[src/rtl/write_buffer.sv]
// Posted-write FIFO between the data cache and data memory: absorbs stores, drains them
// one multi-cycle write at a time, and serves refill reads by forwarding or a memory read.
module write_buffer #(
    parameter int unsigned DEPTH   = 4,
    parameter int unsigned AW      = 12,
    parameter int unsigned DW      = 32,
    parameter int unsigned MEM_LAT = 4
) (
    input  logic          CLK,
    input  logic          RSTn,
    input  logic          WB_WR_REQ,
    input  logic [AW-1:0] WB_WR_ADDR,
    input  logic [DW-1:0] WB_WR_DATA,
    output logic          WB_FULL,
    output logic          WB_EMPTY,
    input  logic          WB_RD_REQ,
    input  logic [AW-1:0] WB_RD_ADDR,
    output logic [DW-1:0] WB_RD_DATA,
    output logic          WB_RD_VALID,
    output logic          D_MEM_CSN,
    output logic          D_MEM_WEN,
    output logic [AW-1:0] D_MEM_ADDR,
    output logic [DW-1:0] D_MEM_DI,
    input  logic [DW-1:0] D_MEM_DOUT
);
    localparam int unsigned PW = $clog2(DEPTH);
    localparam int unsigned CW = PW + 1;
    localparam int unsigned LW = (MEM_LAT > 1) ? $clog2(MEM_LAT) : 1;

    typedef enum logic [1:0] {IDLE, WRITE, READ, RESP} state_t;

    state_t        state_q, state_d;
    logic [PW-1:0] head_q, head_d;
    logic [PW-1:0] tail_q, tail_d;
    logic [CW-1:0] count_q, count_d;
    logic [LW-1:0] lat_q, lat_d;
    logic          csn_q, csn_d;
    logic          wen_q, wen_d;
    logic [AW-1:0] maddr_q, maddr_d;
    logic [DW-1:0] mdi_q, mdi_d;
    logic [DW-1:0] rdata_q, rdata_d;
    logic          rvalid_q, rvalid_d;

    logic [AW-1:0] ent_addr_q [DEPTH];
    logic [DW-1:0] ent_data_q [DEPTH];

    logic          push;
    logic          pop;
    logic          fwd_hit;
    logic [DW-1:0] fwd_data;
    logic [PW-1:0] idx;

    assign WB_FULL     = (count_q == CW'(DEPTH));
    assign WB_EMPTY    = (count_q == '0);
    assign push        = WB_WR_REQ && !WB_FULL;

    assign WB_RD_DATA  = rdata_q;
    assign WB_RD_VALID = rvalid_q;
    assign D_MEM_CSN   = csn_q;
    assign D_MEM_WEN   = wen_q;
    assign D_MEM_ADDR  = maddr_q;
    assign D_MEM_DI    = mdi_q;

    // Scan oldest to newest so the newest match wins; a same-cycle push overrides all.
    always_comb begin
        fwd_hit  = 1'b0;
        fwd_data = '0;
        idx      = head_q;
        for (int unsigned i = 0; i < DEPTH; i++) begin
            idx = head_q + PW'(i);
            if ((CW'(i) < count_q) && (ent_addr_q[idx] == WB_RD_ADDR)) begin
                fwd_hit  = 1'b1;
                fwd_data = ent_data_q[idx];
            end
        end
        if (push && (WB_WR_ADDR == WB_RD_ADDR)) begin
            fwd_hit  = 1'b1;
            fwd_data = WB_WR_DATA;
        end
    end

    always_comb begin
        state_d  = state_q;
        head_d   = head_q;
        tail_d   = tail_q;
        count_d  = count_q;
        lat_d    = lat_q;
        csn_d    = csn_q;
        wen_d    = wen_q;
        maddr_d  = maddr_q;
        mdi_d    = mdi_q;
        rdata_d  = rdata_q;
        rvalid_d = 1'b0;
        pop      = 1'b0;

        unique case (state_q)
            IDLE: begin
                if (WB_RD_REQ) begin
                    if (fwd_hit) begin
                        rdata_d  = fwd_data;
                        rvalid_d = 1'b1;
                    end else begin
                        csn_d   = 1'b0;
                        wen_d   = 1'b1;
                        maddr_d = WB_RD_ADDR;
                        state_d = READ;
                    end
                end else if (!WB_EMPTY) begin
                    csn_d   = 1'b0;
                    wen_d   = 1'b0;
                    maddr_d = ent_addr_q[head_q];
                    mdi_d   = ent_data_q[head_q];
                    lat_d   = LW'(MEM_LAT - 1);
                    state_d = WRITE;
                end else begin
                    csn_d = 1'b1;
                    wen_d = 1'b1;
                end
            end
            WRITE: begin
                // The in-flight entry stays forwardable until its pop here.
                if (lat_q == '0) begin
                    pop     = 1'b1;
                    csn_d   = 1'b1;
                    wen_d   = 1'b1;
                    state_d = IDLE;
                end else begin
                    lat_d = lat_q - LW'(1);
                end
            end
            READ: begin
                csn_d   = 1'b1;
                state_d = RESP;
            end
            RESP: begin
                rdata_d  = D_MEM_DOUT;
                rvalid_d = 1'b1;
                state_d  = IDLE;
            end
            default: state_d = IDLE;
        endcase

        if (push) tail_d = tail_q + PW'(1);
        if (pop)  head_d = head_q + PW'(1);
        if (push && !pop)      count_d = count_q + CW'(1);
        else if (pop && !push) count_d = count_q - CW'(1);
    end

    always_ff @(posedge CLK or negedge RSTn) begin
        if (!RSTn) begin
            state_q  <= IDLE;
            head_q   <= '0;
            tail_q   <= '0;
            count_q  <= '0;
            lat_q    <= '0;
            csn_q    <= 1'b1;
            wen_q    <= 1'b1;
            maddr_q  <= '0;
            mdi_q    <= '0;
            rdata_q  <= '0;
            rvalid_q <= 1'b0;
        end else begin
            state_q  <= state_d;
            head_q   <= head_d;
            tail_q   <= tail_d;
            count_q  <= count_d;
            lat_q    <= lat_d;
            csn_q    <= csn_d;
            wen_q    <= wen_d;
            maddr_q  <= maddr_d;
            mdi_q    <= mdi_d;
            rdata_q  <= rdata_d;
            rvalid_q <= rvalid_d;
        end
    end

    // Entry storage needs no reset: validity is carried entirely by count/head.
    always_ff @(posedge CLK) begin
        if (push) begin
            ent_addr_q[tail_q] <= WB_WR_ADDR;
            ent_data_q[tail_q] <= WB_WR_DATA;
        end
    end

endmodule

[config.mk]
export PLATFORM = sky130hd
export DESIGN_NAME = write_buffer
export DESIGN_NICKNAME = d
export VERILOG_FILES = /design/src/rtl/write_buffer.sv
export SDC_FILE = /design/constraint.sdc
export NUM_CORES = 1
export LEC_CHECK = 0
export ABC_AREA = 1
export CAP_MARGIN = 20
export CORE_MARGIN = 4
export CORE_UTILIZATION = 59
export CTS_CLUSTER_SIZE = 30
export DETAILED_ROUTE_END_ITERATION = 10
export GPL_TIMING_DRIVEN = 1
export PLACE_DENSITY = 0.82
export SETUP_SLACK_MARGIN = 0.05
export SYNTH_ARGS = -nofsm -noshare
export SYNTH_HDL_FRONTEND = slang
export SYNTH_SLANG_ARGS = --single-unit
[constraint.sdc]
create_clock -name CLK -period 4.4 [get_ports CLK]
set_clock_uncertainty 0.2 [all_clocks]
set_input_delay 1.32 -clock CLK [delete_from_list [all_inputs] [get_ports CLK]]
set_output_delay 1.32 -clock CLK [all_outputs]
set_load 0.01 [all_outputs]
Word-level counts from Yosys, hierarchy flattened
Memories as Yosys holds them, arrays and structs flattened.
Cells that the tools add are included.
- register bits: 90
- bits in writable memories: 176
- bits of input ports: 92
- memories: 2
- $add $sub $neg: 7
- order comparisons: 4
- equality and inequality tests: 19
- muxes and demuxes: 42
- bitwise logic cells: 2
- reduce and logical (&&, ||, !) cells: 25
- memory list (name ; depth ; width ; rd ports ; clocked after Yosys merged registers in ; write ports ; line ; RTL):
    ent_data_q ; 4 ; 32 ; 4 ; 0 ; 1 ; 45 ; logic [DW-1:0] ent_data_q [DEPTH];
    ent_addr_q ; 4 ; 12 ; 4 ; 0 ; 1 ; 44 ; logic [AW-1:0] ent_addr_q [DEPTH];
- operators with widths (kind ; number):
    32-bit two-way mux ; 7
    32-bit one-hot mux with 2 select lines ; 1
    12-bit equality test ; 5
    12-bit two-way mux ; 3
    3-bit AND reduction ; 6
    1-bit two-way mux ; 17
    2-bit two-way mux ; 7
    2-bit inequality test, second input constant ; 7
    1-bit logical AND ; 8
    2-bit one-hot mux with 4 select lines ; 1
    1-bit by 3-bit < comparator with 1-bit output, first input constant ; 2
    2-bit by 3-bit < comparator with 1-bit output, first input constant ; 2
    3-bit two-way mux ; 2
    3-bit inequality test, second input constant ; 2
    2-bit nonzero test ; 3
    2-bit by 1-bit adder with 2-bit output, second input constant ; 2
    2-bit adder, second input constant ; 2
    2-bit equality test, second input constant ; 2
    2-bit zero test ; 2
    1-bit one-hot mux with 2 select lines ; 2
    2-bit one-hot mux with 2 select lines ; 1
    4-bit AND reduction ; 1
    3-bit by 1-bit adder with 3-bit output, second input constant ; 1
    3-bit equality test, second input constant ; 1
    9 further kinds ; 12

Longest topological paths before layout
An unclocked memory read counts as a cell.
- word-level depth: 11
- depth in mapped cells: 23
- gate-level depth less buffers: 20

Worst setup path after synthesis
No wires, ideal clock.
- path type: input port to flip-flop
- from: in WB_WR_REQ
- to: mem ent_addr_q[0][0], enable pin
- library setup time: 0.446 ns
- arrival time: 3.328 ns
- required time: 3.754 ns
- setup slack: 0.426 ns
- cell stages on the path: 2
- buffers on the path: 0
- cells stage by stage: nand2_1 > nor2_1
- longest elaborated chain between the ends: 3
- RTL lines (item ; line ; RTL):
    start: declaration ; 11 ; input logic WB_WR_REQ,
    1-bit logical AND ; 55 ; assign push = WB_WR_REQ && !WB_FULL;
    1-bit two-way mux ; 179 ; if (push) begin
    1-bit two-way mux (implied by the code) ; 180 ; ent_addr_q[tail_q] <= WB_WR_ADDR;
    end: declaration ; 44 ;
No other way between the ends.

Final worst setup path
- from: reg head_q[0]
- to: reg rdata_q[23], in the netlist WB_RD_DATA[23]
- longest elaborated chain between the ends: 11
- elaborated cells between the ends (all ways): 28
- classes of those cells: add/sub: 3; eq/ne: 5; mux: 13; reduce/logical: 5; memory: 2
- RTL lines (item ; line ; RTL):
    start: declaration ; 33 ; logic [PW-1:0] head_q, head_d;
    start signal: assignment ; 152 ; head_q <= '0;
    start signal: assignment ; 164 ; head_q <= head_d;
    2-bit by 1-bit adder with 2-bit output or memory read 4 x 12 bit (tied branches) ; - ;
    memory read 4 x 12 bit or 12-bit equality test (tied branches) ; - ;
    12-bit equality test or 1-bit logical AND (tied branches) ; 71 ; if ((CW'(i) < count_q) && (ent_addr_q[idx] == WB_RD_ADDR)) begin
    1-bit logical AND or 32-bit two-way mux (tied branches) ; 71 ;
    32-bit two-way mux (3 in a row) ; 71 ;
    32-bit two-way mux ; 76 ; if (push && (WB_WR_ADDR == WB_RD_ADDR)) begin
    32-bit two-way mux ; 99 ; if (fwd_hit) begin
    32-bit two-way mux ; 98 ; if (WB_RD_REQ) begin
    32-bit one-hot mux with 2 select lines ; 96 ; unique case (state_q)
    end signal: assignment ; 172 ; rdata_q <= rdata_d;
    end: declaration ; 41 ; logic [DW-1:0] rdata_q, rdata_d;
Parallel ways exist; a longest one is shown, timed or not. The select of a mux whose other input is x is not followed.
A chain may end at the register's enable or synchronous reset.

==> impl_metrics.env <==
export IMPL_outcome="complete, no violations"
export IMPL_worst_case_setup_slack_after_placement_ns=0.1134
export IMPL_mappedNetlistNets=2674
export IMPL_cts_max_level=1
export IMPL_grt_pass1_wl_mm=85.43
export IMPL_design_area_mm2=0.02054
export IMPL_hold_path_class="reg -> reg"
export IMPL_grt_pass1_vias=16726
export IMPL_min_path_cells=2
export IMPL_root_buffer="sky130_fd_sc_hd__clkbuf_16"
export IMPL_critPathRequiredTime_ns=4.70
export IMPL_worst_r2r_endpoint="WB_RD_DATA[23]"
export IMPL_final_cell_mix="sky130_fd_sc_hd__nand2_1, sky130_fd_sc_hd__o21ai_0, sky130_fd_sc_hd__inv_1, sky130_fd_sc_hd__nand3_1, sky130_fd_sc_hd__edfxtp_1"
export IMPL_hpwlAfterDp_mm=35.10
export IMPL_regToRegSetupSlack_ns=0.35
export IMPL_synth_cell_area_mm2=0.01760
export IMPL_instances_no_fill=3076
export IMPL_layout_nets=2774
export IMPL_r2r_start="head_q[0]"
export IMPL_cts_root_to_sink_buffers=3
export IMPL_vias_cell=5.670
export IMPL_totalPowerFinal_mw=13.44
export IMPL_synth_ff_latch_count=266
export IMPL_drt_iter0_drc=1864
export IMPL_synth_simple_gate_area_share_pct=33.58
export IMPL_core_rowCount=62
export IMPL_initial_util_pct=60.50
export IMPL_mostFrequentLayoutCell="sky130_fd_sc_hd__nand2_1"
export IMPL_synth_sequential_area_ratio_pct=42.84
export IMPL_crit_path_start_kind="flip-flop"
export IMPL_dieHeight_um=180.7
export IMPL_synthToLayoutAreaGrowth_pct=16.73
export IMPL_synth_top_family_by_area="simple AND/OR/NAND/NOR gates"
export IMPL_timing_max_slew_rel_slack_pct=28.80
export IMPL_critical_path_end_type="flip-flop"
export IMPL_grt_remaining_overflow=0
export IMPL_final_layout_size_suffix_gt1_share_pct=6.057
export IMPL_final_period_minus_worst_setup_slack_ns=4.049
export IMPL_synthXorXnorAreaFrac_pct=0.5972
export IMPL_finalHoldViolations=0
export IMPL_finalCoreUtilization_pct=70.62
export IMPL_fill_cells=2439
export IMPL_fp_dieW_um=180.7
export IMPL_design_core_area_mm2=0.02909
export IMPL_hold_path_endpoint="D_MEM_DI[9]"
export IMPL_timing_reg2reg_worst_path_depth=17
export IMPL_grt_setup_unrepaired="false"
export IMPL_cts_sinks=266
export IMPL_antenna_found_initial=1
export IMPL_synthesis_area_per_instance_um2=6.853
export IMPL_worstHoldStart="D_MEM_DI[9]"
export IMPL_io_pin_count=173
export IMPL_synth_warning_count=0
export IMPL_grt_max_degree=161
export IMPL_grt_util_all_layers_pct=31.99
export IMPL_worst_endpoint_arrival_ns=4.35
export IMPL_power_ir_vdd_worst_mv=0.5187
export IMPL_cap_violations=0
export IMPL_critical_path_class="reg -> reg"
export IMPL_post_dp_cell_area_mm2=0.01961
export IMPL_postRouteAntennaNets=0
export IMPL_layout_setup_ws_ns=0.3505
export IMPL_post_route_drc_count=0
export IMPL_hold_slack_final_ns=0.2776
export IMPL_leakage_nw=9.941
export IMPL_tns_ns=0
export IMPL_fmax_ghz=0.2469
export IMPL_clock_pin_slew_on_the_worst_setup_and_hold_paths_ns=0.06
export IMPL_numPlacedInstances=3020
export IMPL_adder_cell_fraction_of_synth_area_pct=0.9953
export IMPL_post_cts_buffers=0
export IMPL_yosys_mux_area_fraction_pct=0
export IMPL_setup_violations_final=0
export IMPL_cts_resized_gates=0
export IMPL_cts_hold_fix_buffers=0
export IMPL_drt_wirelength_per_cell_um=17.61
export IMPL_crit_fanout=43
export IMPL_final_max_tran_viols=0
export IMPL_detailroute_via_count=17442
export IMPL_numCtsBuffers=29
export IMPL_die_area_mm2=0.03266
export IMPL_final_period_utilization_pct=92.03
export IMPL_first_pass_iters=6
export IMPL_worst_skew_pair_late_latency_ns=0.58
export IMPL_distinct_cell_type_count_of_the_synthesized_netlist=37
export IMPL_power_per_cell_area_mw_per_mm2=654.4
export IMPL_finalWeightedCongestion=0.9320
export IMPL_port_buffers=172
export IMPL_cts_tree="yes"
export IMPL_wirelength_mm=54.16
export IMPL_synth_compound_gate_area_share_pct=11.37
export IMPL_synthesis_instances=2568
export IMPL_worst_slew_pin_transition_ns=1.068
## cell usage after synthesis
master	n	area, um^2
sky130_fd_sc_hd__buf_6	6	67.56
sky130_fd_sc_hd__nand3b_1	35	262.8
sky130_fd_sc_hd__nand2_1	1126	4227
sky130_fd_sc_hd__buf_1	11	41.29
sky130_fd_sc_hd__inv_2	12	45.04
sky130_fd_sc_hd__clkinv_1	1	3.750
sky130_fd_sc_hd__o211ai_1	34	255.2
sky130_fd_sc_hd__ha_1	14	175.2
sky130_fd_sc_hd__nand3_2	1	10.01
sky130_fd_sc_hd__clkbuf_1	82	307.8
sky130_fd_sc_hd__nand3_1	177	885.9
sky130_fd_sc_hd__a21oi_1	4	20.02
sky130_fd_sc_hd__nand2_4	1	11.26
sky130_fd_sc_hd__o221ai_1	1	8.760
sky130_fd_sc_hd__o21ai_4	1	16.27
sky130_fd_sc_hd__dfstp_2	2	52.55
sky130_fd_sc_hd__nor2_2	2	12.51
sky130_fd_sc_hd__a31oi_1	1	6.260
sky130_fd_sc_hd__nor2_4	3	33.78
sky130_fd_sc_hd__nand4_1	3	18.77
sky130_fd_sc_hd__nor3_1	1	5.000
sky130_fd_sc_hd__o21bai_4	1	18.77
sky130_fd_sc_hd__dfrtp_1	88	2202
sky130_fd_sc_hd__nor4_1	3	18.77
sky130_fd_sc_hd__nand2_2	4	25.02
sky130_fd_sc_hd__inv_4	1	6.260
sky130_fd_sc_hd__o21ai_0	302	1511
sky130_fd_sc_hd__or2_2	33	206.5
sky130_fd_sc_hd__xnor2_1	6	52.55
sky130_fd_sc_hd__nor4_2	1	12.51
sky130_fd_sc_hd__nor2_1	48	180.2
sky130_fd_sc_hd__buf_2	39	195.2
sky130_fd_sc_hd__edfxtp_1	176	5285
sky130_fd_sc_hd__buf_4	11	82.58
sky130_fd_sc_hd__xor2_1	6	52.55
sky130_fd_sc_hd__o21ai_1	33	165.2
sky130_fd_sc_hd__inv_1	298	1119
## cell type report
class | instances | area (um^2) | share of cell area, %
Tap cell | 384 | 480.5 | 2.339
Inverter | 312 | 1175 | 5.719
Clock buffer | 43 | 818.3 | 3.983
Clock inverter | 11 | 96.34 | 0.4690
Antenna cell | 1 | 2.502 | 0.01218
Multi-Input combinational cell | 1841 | 8249 | 40.15
Timing Repair Buffer | 218 | 2177 | 10.60
Sequential cell | 266 | 7545 | 36.73
## cells by family (layout without fill, tap and decap cells)
family	count (synthesis)	after routing
adders and majority gates	14	14
and+or+nand+nor	1438	1438
buffers and inverters	461	584
xor gates and xnor gates	12	12
other	0	1
AOI/OAI and AO/OA	377	377
DFF	266	266
## sequential cells by signal, indices dropped and copies added (netlist names)
name	count
ent_data_q	128
count_q	3
state_q	2
WB_RD_VALID	1
ent_addr_q	48
WB_RD_DATA	32
D_MEM_WEN	1
lat_q	2
D_MEM_CSN	1
tail_q	2
head_q	2
D_MEM_ADDR	12
D_MEM_DI	32
## worst max-delay path, stage by stage (launching register included)
cell	delay (ns)
sky130_fd_sc_hd__dfrtp_4	0.66
sky130_fd_sc_hd__inv_4	0.30
sky130_fd_sc_hd__nand2_1	0.12
sky130_fd_sc_hd__nand2_2	0.55
sky130_fd_sc_hd__nand2_1	0.14
sky130_fd_sc_hd__nand3_1	0.18
sky130_fd_sc_hd__nand2_1	0.07
sky130_fd_sc_hd__nor2_1	0.10
sky130_fd_sc_hd__nand2_1	0.13
sky130_fd_sc_hd__nor2_4	0.31
sky130_fd_sc_hd__nand2_4	0.16
sky130_fd_sc_hd__nand2_2	0.16
sky130_fd_sc_hd__o21bai_4	0.10
sky130_fd_sc_hd__o21ai_4	0.38
sky130_fd_sc_hd__nand2_1	0.16
sky130_fd_sc_hd__inv_2	0.10
sky130_fd_sc_hd__nand2_1	0.06
sky130_fd_sc_hd__nand2_1	0.06
## where the power goes
part           internal (mW)  total (mW)  switching (mW)
sequential              3.47        3.92           0.450
combinational           2.45        7.16            4.71
clock                   1.35        2.37            1.02
## worst max path at each step
stage | from | endpoint | slack, ns | cells after the start
6_report | head_q[0] | WB_RD_DATA[23] | 0.35 | 17
5_1_grt | head_q[0] | WB_RD_DATA[15] | 0.1 | 17
4_1_cts | head_q[0] | WB_RD_DATA[23] | 0.31 | 18
3_5_place_dp | WB_RD_ADDR[1] | WB_RD_DATA[2] | 0.11 | 15
3_3_place_gp | WB_RD_ADDR[1] | WB_RD_DATA[10] | 0.12 | 15
2_1_floorplan | WB_WR_REQ | ent_addr_q[0][0] | 0.43 | 2
## metal layers
metal | track usage [%] | vias up | wire length [um]
li1 | - | 8337 | -
met1 | 41.86 | 7981 | 21310
met2 | 53.46 | 952 | 25150
met3 | 4.726 | 172 | 5438
met4 | 13.46 | 0 | 2263
met5 | 0 | - | 0
(Power assumes the default switching activity.)
